==> src/rtl/frame_pkg.sv <==
// Shared constants, FSM states and payload types for the parameter frame loader.
// FRAME_CHECKSUM_EN adds a trailing XOR checksum word to every frame.
package frame_pkg;

  localparam int unsigned WORD_W       = 32;
  localparam int unsigned JID_ENTRIES  = 6;
  localparam int unsigned JID_W        = 64;
  localparam int unsigned URZRAF_LANES = 5;
`ifdef FRAME_CHECKSUM_EN
  localparam int unsigned FRAME_WORDS  = 15;
`else
  localparam int unsigned FRAME_WORDS  = 14;
`endif
  localparam int unsigned JID_LAST_WORD = 11;
  localparam int unsigned INT_WORD      = 12;
  localparam int unsigned ARR_WORD      = 13;
  localparam int unsigned CSUM_WORD     = 14;
  localparam int unsigned CNT_W         = 4;
  localparam int unsigned GAP_W         = 16;

  typedef enum logic [2:0] {
    IDLE,
    LOAD_JID,
    LOAD_INT,
    LOAD_ARR,
    CHECK,
    COMMIT
  } state_t;

  typedef logic [JID_ENTRIES-1:0][JID_W-1:0] jid_t;
  typedef logic [URZRAF_LANES-1:0][1:0]      urzraf_t;

endpackage

==> src/rtl/param_frame_loader_if.sv <==
// Inbound word stream (valid/ready) for the parameter frame loader.
interface param_frame_loader_if;
  import frame_pkg::*;

  logic [WORD_W-1:0] s_data;
  logic              s_valid;
  logic              s_ready;

  modport master (output s_data, output s_valid, input s_ready);
  modport slave  (input s_data, input s_valid, output s_ready);
endinterface

==> src/rtl/frame_xor_acc.sv <==
// Running XOR accumulator with clear/enable; only built with FRAME_CHECKSUM_EN.
`ifdef FRAME_CHECKSUM_EN
module frame_xor_acc
  import frame_pkg::*;
(
  input  logic              clk,
  input  logic              rst_n,
  input  logic              clr,
  input  logic              en,
  input  logic [WORD_W-1:0] din,
  output logic [WORD_W-1:0] acc
);

  always_ff @(posedge clk or negedge rst_n) begin
    if (!rst_n) begin
      acc <= '0;
    end else if (clr) begin
      acc <= '0;
    end else if (en) begin
      acc <= acc ^ din;
    end
  end

endmodule
`endif

==> src/rtl/param_frame_loader.sv <==
// Collects a parameter frame into shadow registers and commits all fields at once.
// Optional FRAME_CHECKSUM_EN: 15-word frames whose last word is the XOR of words 0-13.
module param_frame_loader
  import frame_pkg::*;
#(
  parameter int unsigned GAP_TIMEOUT = 255
) (
  input  logic                          clk,
  input  logic                          rst_n,
  param_frame_loader_if.slave           s,
  input  logic                          abort_i,
  output logic [JID_ENTRIES*JID_W-1:0]  jid_o,
  output logic signed [WORD_W-1:0]      efammlu_o,
  output logic [URZRAF_LANES*2-1:0]     urzraf_o,
  output logic                          frame_valid_o,
  output logic                          commit_o,
  output logic                          err_o
);

  state_t            state, state_nxt;
  logic [CNT_W-1:0]  cnt;
  logic [GAP_W-1:0]  gap;
  jid_t              sh_jid;
  logic [WORD_W-1:0] sh_int;
  urzraf_t           sh_arr;
  logic              ready_q;

  logic in_load_c, accept_c, gap_hit_c, check_ok_c, ready_nxt_c;
  logic take_c, drop_c, commit_c;

  assign s.s_ready   = ready_q;
  assign accept_c    = s.s_valid & ready_q;
  assign in_load_c   = (state == LOAD_JID) || (state == LOAD_INT) || (state == LOAD_ARR);
  assign gap_hit_c   = in_load_c && !accept_c && (gap == GAP_W'(GAP_TIMEOUT - 1));
  assign ready_nxt_c = (state_nxt != CHECK) && (state_nxt != COMMIT);

`ifdef FRAME_CHECKSUM_EN
  logic [WORD_W-1:0] sh_csum, xor_acc;
  logic              xor_clr_c, xor_en_c;

  assign xor_clr_c  = drop_c || (state == COMMIT);
  assign xor_en_c   = take_c && (cnt < CNT_W'(CSUM_WORD));
  assign check_ok_c = (xor_acc == sh_csum);

  frame_xor_acc u_xor_acc (
    .clk  (clk),
    .rst_n(rst_n),
    .clr  (xor_clr_c),
    .en   (xor_en_c),
    .din  (s.s_data),
    .acc  (xor_acc)
  );
`else
  assign check_ok_c = 1'b1;
`endif

  always_ff @(posedge clk or negedge rst_n) begin
    if (!rst_n) state <= IDLE;
    else        state <= state_nxt;
  end

  // Abort or gap timeout inside a LOAD state wins over a word accepted that cycle.
  always_comb begin
    state_nxt = state;
    take_c    = 1'b0;
    drop_c    = 1'b0;
    commit_c  = 1'b0;
    unique case (state)
      IDLE: begin
        if (accept_c) begin
          take_c    = 1'b1;
          state_nxt = LOAD_JID;
        end
      end
      LOAD_JID, LOAD_INT, LOAD_ARR: begin
        if (abort_i || gap_hit_c) begin
          drop_c    = 1'b1;
          state_nxt = IDLE;
        end else if (accept_c) begin
          take_c = 1'b1;
          if (state == LOAD_JID && cnt == CNT_W'(JID_LAST_WORD)) state_nxt = LOAD_INT;
          else if (state == LOAD_INT)                             state_nxt = LOAD_ARR;
          else if (state == LOAD_ARR && cnt == CNT_W'(FRAME_WORDS - 1)) state_nxt = CHECK;
        end
      end
      CHECK: begin
        if (check_ok_c) begin
          commit_c  = 1'b1;
          state_nxt = COMMIT;
        end else begin
          drop_c    = 1'b1;
          state_nxt = IDLE;
        end
      end
      COMMIT:  state_nxt = IDLE;
      default: state_nxt = IDLE;
    endcase
  end

  always_ff @(posedge clk or negedge rst_n) begin
    if (!rst_n) begin
      ready_q       <= 1'b0;
      cnt           <= '0;
      gap           <= '0;
      sh_jid        <= '0;
      sh_int        <= '0;
      sh_arr        <= '0;
      jid_o         <= '0;
      efammlu_o     <= '0;
      urzraf_o      <= '0;
      frame_valid_o <= 1'b0;
      commit_o      <= 1'b0;
      err_o         <= 1'b0;
`ifdef FRAME_CHECKSUM_EN
      sh_csum       <= '0;
`endif
    end else begin
      ready_q  <= ready_nxt_c;
      commit_o <= commit_c;
      err_o    <= drop_c;

      if (drop_c) begin
        cnt    <= '0;
        gap    <= '0;
        sh_jid <= '0;
        sh_int <= '0;
        sh_arr <= '0;
`ifdef FRAME_CHECKSUM_EN
        sh_csum <= '0;
`endif
      end else if (take_c) begin
        cnt <= cnt + CNT_W'(1);
        gap <= '0;
        // Words 0..11 fill jid entries low half first, then high half.
        if (cnt <= CNT_W'(JID_LAST_WORD)) begin
          sh_jid[cnt[3:1]][{cnt[0], 5'd0} +: WORD_W] <= s.s_data;
        end else if (cnt == CNT_W'(INT_WORD)) begin
          sh_int <= s.s_data;
        end else if (cnt == CNT_W'(ARR_WORD)) begin
          sh_arr <= s.s_data[URZRAF_LANES*2-1:0];
        end
`ifdef FRAME_CHECKSUM_EN
        else begin
          sh_csum <= s.s_data;
        end
`endif
      end else if (in_load_c) begin
        gap <= gap + GAP_W'(1);
      end else if (state == COMMIT) begin
        cnt <= '0;
      end

      if (commit_c) begin
        jid_o         <= sh_jid;
        efammlu_o     <= sh_int;
        urzraf_o      <= sh_arr;
        frame_valid_o <= 1'b1;
      end
    end
  end

endmodule

==> src/flat_wrapper.sv <==
// flat-port wrapper written by rule: the top's interface ports become plain ports
module param_frame_loader_flat import frame_pkg::*;
#(
  parameter int unsigned GAP_TIMEOUT = 255
)
  (clk, rst_n, abort_i, jid_o, efammlu_o, urzraf_o, frame_valid_o, commit_o, err_o, s_s_data, s_s_valid, s_s_ready);
  param_frame_loader_if s_i ();
  input  logic clk;
  input  logic rst_n;
  input  logic abort_i;
  output logic [JID_ENTRIES*JID_W-1:0] jid_o;
  output logic signed [WORD_W-1:0] efammlu_o;
  output logic [URZRAF_LANES*2-1:0] urzraf_o;
  output logic frame_valid_o;
  output logic commit_o;
  output logic err_o;
  input wire logic [$bits(s_i.s_data)-1:0] s_s_data;
  input wire logic [$bits(s_i.s_valid)-1:0] s_s_valid;
  output wire logic [$bits(s_i.s_ready)-1:0] s_s_ready;
  assign s_i.s_data = s_s_data;
  assign s_i.s_valid = s_s_valid;
  assign s_s_ready = s_i.s_ready;
  param_frame_loader #(.GAP_TIMEOUT(GAP_TIMEOUT)) u_core (.clk(clk), .rst_n(rst_n), .s(s_i), .abort_i(abort_i), .jid_o(jid_o), .efammlu_o(efammlu_o), .urzraf_o(urzraf_o), .frame_valid_o(frame_valid_o), .commit_o(commit_o), .err_o(err_o));
endmodule
==> config.mk <==
export PLATFORM = sky130hd
export DESIGN_NAME = param_frame_loader_flat
export DESIGN_NICKNAME = d
export VERILOG_FILES = /design/src/rtl/frame_pkg.sv /design/src/rtl/param_frame_loader_if.sv /design/src/rtl/frame_xor_acc.sv /design/src/rtl/param_frame_loader.sv /design/src/flat_wrapper.sv
export SDC_FILE = /design/constraint.sdc
export NUM_CORES = 1
export LEC_CHECK = 0
export CAP_MARGIN = 20
export CORE_UTILIZATION = 25
export DETAILED_ROUTE_END_ITERATION = 7
export PLACE_DENSITY = 0.46
export SYNTH_ARGS = -nofsm -noshare
export SYNTH_HDL_FRONTEND = slang
export SYNTH_SLANG_ARGS = --single-unit
==> constraint.sdc <==
create_clock -name clk -period 6.45 [get_ports clk]
set_input_delay 1.6125 -clock clk [delete_from_list [all_inputs] [get_ports clk]]
set_output_delay 1.6125 -clock clk [all_outputs]
set_load 0.01 [all_outputs]
; Yosys cells after proc, flatten, opt, wreduce, memory -nomap -nowiden
; Index checks and enable logic that the tools add are counted.
[word_totals]
ff_bits = 879
inputBits = 36
[classes]
addsub = 3
order_cmp = 3
n_reduce_logical = 22
mux = 35
n_eq_ne = 14
shifts = 2
n_bitwise = 1
[op_table]
columns = op, n
row1 = 384-bit 2-to-1 mux, 3
row2 = 384-bit bitwise mux, 1
row3 = 64-bit demux with 3-bit select, 1
row4 = 32-bit 2-to-1 mux, 4
row5 = 64-bit 2-to-1 mux, 1
row6 = "32-bit by 8-bit variable shift with 64-bit output, first input constant", 1
row7 = 32-bit by 8-bit variable part select with 64-bit output, 1
row8 = 10-bit 2-to-1 mux, 5
row9 = 16-bit 2-to-1 mux, 3
row10 = 3-bit 2-to-1 mux, 6
row11 = "16-bit by 1-bit adder with 16-bit output, second input constant", 1
row12 = "16-bit by 8-bit equality test with 1-bit output, second input constant", 1
row13 = 4-bit 2-to-1 mux, 4
row14 = "4-bit equality test, second input constant", 3
row15 = "3-bit != test, second input constant", 3
row16 = 3-bit one-hot mux with 3 select lines, 1
row17 = 6-bit negator with 8-bit output, 1
row18 = 2-bit nonzero test, 4
row19 = "3-bit by 2-bit equality test with 1-bit output, second input constant", 2
row20 = "3-bit equality test, second input constant", 2
row21 = 1-bit logical AND, 6
row22 = 3-bit nonzero test, 2
row23 = 1-bit 2-to-1 mux, 5
row24 = "4-bit by 1-bit adder with 4-bit output, second input constant", 1
row25 = other kinds (14), 18

; Depth between registers and ports, before layout
[depth]
word_depth = 10
mapped_depth = 8

; Least setup slack after synthesis
; Ideal clock, no wire load.
[synth_path]
path_type = input -> register
start = input port s_s_valid
end = register u_core.sh_jid[130] (netlist bit)
path_buffers = 3
setup_slack_ns = 3.426
t_arrival_ns = 2.900
path_stages = 7
setup_ns = 0.123
required_ns = 6.327
path_cell_list = and3b_1 -> clkbuf_1 -> buf_1 -> nand4_1 -> clkbuf_1 -> nand2_1 -> a21oi_1
[synth_via]
elab_chain_cells = 9
[synth_rtl]
columns = element, line_no
row1 = from (decl), flat_wrapper.sv:18  ; input wire logic [$bits(s_i.s_valid)-1:0] s_s_valid;
row2 = 1-bit bitwise AND *, param_frame_loader.sv:32  ; assign accept_c = s.s_valid & ready_q;
row3 = 1-bit zero test, param_frame_loader.sv:34  ; assign gap_hit_c = in_load_c && !accept_c && (gap == GAP_W'(GAP_TIMEOUT - 1));
row4 = 1-bit logical AND (2 in series), param_frame_loader.sv:34
row5 = 1-bit logical OR, param_frame_loader.sv:76  ; if (abort_i || gap_hit_c) begin
row6 = 1-bit 2-to-1 mux, param_frame_loader.sv:76
row7 = 1-bit one-hot mux with 2 select lines / 1-bit 2-to-1 mux (equally long branches), --
row8 = 2-bit nonzero test (no source line), --
row9 = 2-bit AND reduction (no source line), --
row10 = "to (signal, indexed assignment)", param_frame_loader.sv:136  ; sh_jid[cnt[3:1]][{cnt[0], 5'd0} +: WORD_W] <= s.s_data;
row11 = to (decl), param_frame_loader.sv:23  ; jid_t sh_jid;
; Mark *: on every way between the ends. The rest lies on a longest branch, timed or not.
; A chain may end at the register's enable or synchronous reset.

; Final worst setup path
[layout_path]
start = input port s_s_valid
end = register u_core.sh_jid[364] (netlist bit)
; Same word-level chain as after synthesis.

==> results.cfg <==
[clock_tree]
cts_tree = built
cts-hold-fix-buffers = 0
numCtsBuffers = 104
ctsResizeCount = 0
post_cts_buffers = 0
cts.sinks = 879
cts_buffer_depth = 3
clockRootBuffer = clkbuf_16
clk_pin_slew_ps = 60
htreeDepth = 3
insertion_delay_ps = 730

[grt]
grt_usage = 0.184
grt_max_degree = 210
grt_pass1_wl_mm = 189
grt-ovfl-total = 0
grt_pass1_vias = 26129
antenna_found_initial = 18

[drt]
via_per_inst = 4.46
ant_nets = 0
drt_iter0_drc = 2297
firstDrtPassIters = 5
drt_wl_total_mm = 129
wl_per_cell_um = 21.7
drc = 0
vias = 26647

[die]
initial_core_util = 0.253
ios = 466
die_x_um = 373
dieHeight_um = 373
core_um2 = 136000
dieArea_um2 = 139000
row_count = 135

[logic_synthesis]
synth_edf_count = 0
synth_area_per_cell_um2 = 9.17
synthesis.area_um2 = 34400
synth-seq-cells = 879
yosys-top-cells-count = nand2_1 (1920), dfrtp_1 (879), a21oi_1 (322)
yosys-top-cells-area = dfrtp_1 (64%), nand2_1 (21%), a21oi_1 (4.7%), mux2i_1 (3.1%), clkbuf_1 (2.2%)
netlist.area_leader.share = 0.640
synth_cells = 3751
ys.flop_type = dfrtp_1
synth.distinct_cells = 48
synth.largest_area_cell = dfrtp_1
ys_warn_count = 0
syn_nets = 3792
ys_seq_area_frac = 0.640
synthArstFlopShare = 1.00
synth.most_common_cell = nand2_1

[place]
place.gp.congestion = 0.761
place.port_buffers = 465
post-place-ws_ps = 2220
dpl.hpwl_mm = 74.3
placedInstanceArea_um2 = 40600

[power]
p_per_area_nw_per_um2 = 294
total_leakage_power_uw = 0.0219
power_uw = 12900
peakVddDrop_mv = 0.181

[cells_and_area]
drive_gt1_frac = 0.0609
area_growth_pct = 28.2
final_nets = 4148
postLayoutCellArea_um2 = 44100

[sta]
worst_slew_pin_slew_ps = 1230
maxSlewViolCount = 0
finClkSkew_ps = 32.7
setup_viol = 0
finalSetupTns_ps = 0
timing.fmax_mhz = 288
setup_slack_ps = 2980
fin_crit_ps = 3470
finalCritPeriodShare = 0.538
slew_headroom = 0.182
hold_slack_ps = 440
rsz0062_at_grt = false
hold_viol_final = 0

[setup_path]
start_kind = primary input
path_max_fanout = 30
critical_path_arrival_ps = 4030
crit_required_ps = 7010
crit_type = in2reg
endpoint_kind = flop

[outcome]
outcome = finished, final reports clean

[flow_run]
drv_cap = 0

[min_path]
hp-class = reg2reg
kinds of logic (layout without fill, tap and decap cells):
| group | count (synthesis) | count (layout) | synth area share |
|---|---|---|---|
| other | 0 | 4 | 0 |
| DFF | 879 | 879 | 0.640 |
| muxes | 107 | 107 | 0.0312 |
| buffers and inverters | 278 | 717 | 0.0332 |
| and+or+nand+nor | 2113 | 2113 | 0.237 |
| AOI/OAI and AO/OA | 364 | 364 | 0.0553 |
| adders and majority gates | 5 | 5 | 0.00182 |
| xor gates and xnor gates | 5 | 5 | 0.00127 |
registers in the layout (all words and copies together), names as in the netlist, 4 cells and up:
signal	cells
u_core.urzraf_o	10
u_core.efammlu_o	32
u_core.sh_arr	10
u_core.jid_o	384
u_core.gap	16
u_core.cnt	4
u_core.sh_jid	384
u_core.sh_int	32
metal layers:
layer / routed length, um / GRT usage / vias to the layer above
li1: - / - / 12494
met1: 57000 / 0.246 / 13315
met2: 62000 / 0.300 / 689
met3: 7350 / 0.0365 / 145
met4: 3130 / 0.0567 / 4
met5: 22 / 0 / -
worst max-delay path, cell delays in order:
cell and delay [ps]:
clkdlybuf4s50_1 510, and3b_1 160, buf_4 260, nand4_1 620, buf_4 550, mux2i_1 210
nor2_1 70
layout make-up:
cell class / count / area (um^2)
Tap cell: 1781 / 2230
Multi-Input combinational cell: 2594 / 11300
Clock inverter: 33 / 382
Sequential cell: 879 / 22000
Fill cell: 14107 / 91900
Antenna cell: 4 / 10.0
Clock buffer: 156 / 3090
Inverter: 10 / 45.0
Timing Repair Buffer: 518 / 5050
through the flow:
stage          instances  utilization
2_1_floorplan       3751            -
3_3_place_gp        5782        0.298
3_5_place_dp        5782        0.298
4_1_cts             5971        0.324
5_1_grt             5971        0.324
6_report            5975        0.324
cell usage in the layout, fill, tap and decap left out, types with 5 or more instances in the layout:
cell type / count
a211oi_1: 7
a21oi_1: 322
and4_1: 8
buf_12: 10
buf_2: 27
buf_4: 43
bufinv_16: 5
clkbuf_1: 24
clkbuf_16: 105
clkbuf_8: 27
clkdlybuf4s50_1: 437
clkinv_2: 13
dfrtp_1: 879
ha_1: 5
inv_1: 9
inv_6: 6
mux2i_1: 107
nand2_1: 1919
nand3_1: 11
nand4_1: 18
nor2_1: 111
nor3_1: 8
o21ai_0: 12
o31ai_1: 6
power by group:
part | switching (uW) | internal (uW) | total [uW]
Clock | 2480 | 3510 | 5990
Sequential | 174 | 5810 | 5980
Combinational | 717 | 254 | 971
path summary, 6_finish.rpt:
check	cells past startpoint	slack, ps	from	end
min reg2reg	2	440	u_core.sh_jid[148]	u_core.jid_o[148]
min in group asynchronous	1	920	rst_n	u_core.jid_o[83]
max reg2reg	6	3410	u_core.state[0]	u_core.jid_o[254]
max in group asynchronous	2	4100	rst_n	u_core.sh_jid[362]
min	2	440	u_core.sh_jid[148]	u_core.jid_o[148]
max	7	2980	s_s_valid	u_core.sh_jid[364]
Note: power is estimated with default switching activity, not from simulation.
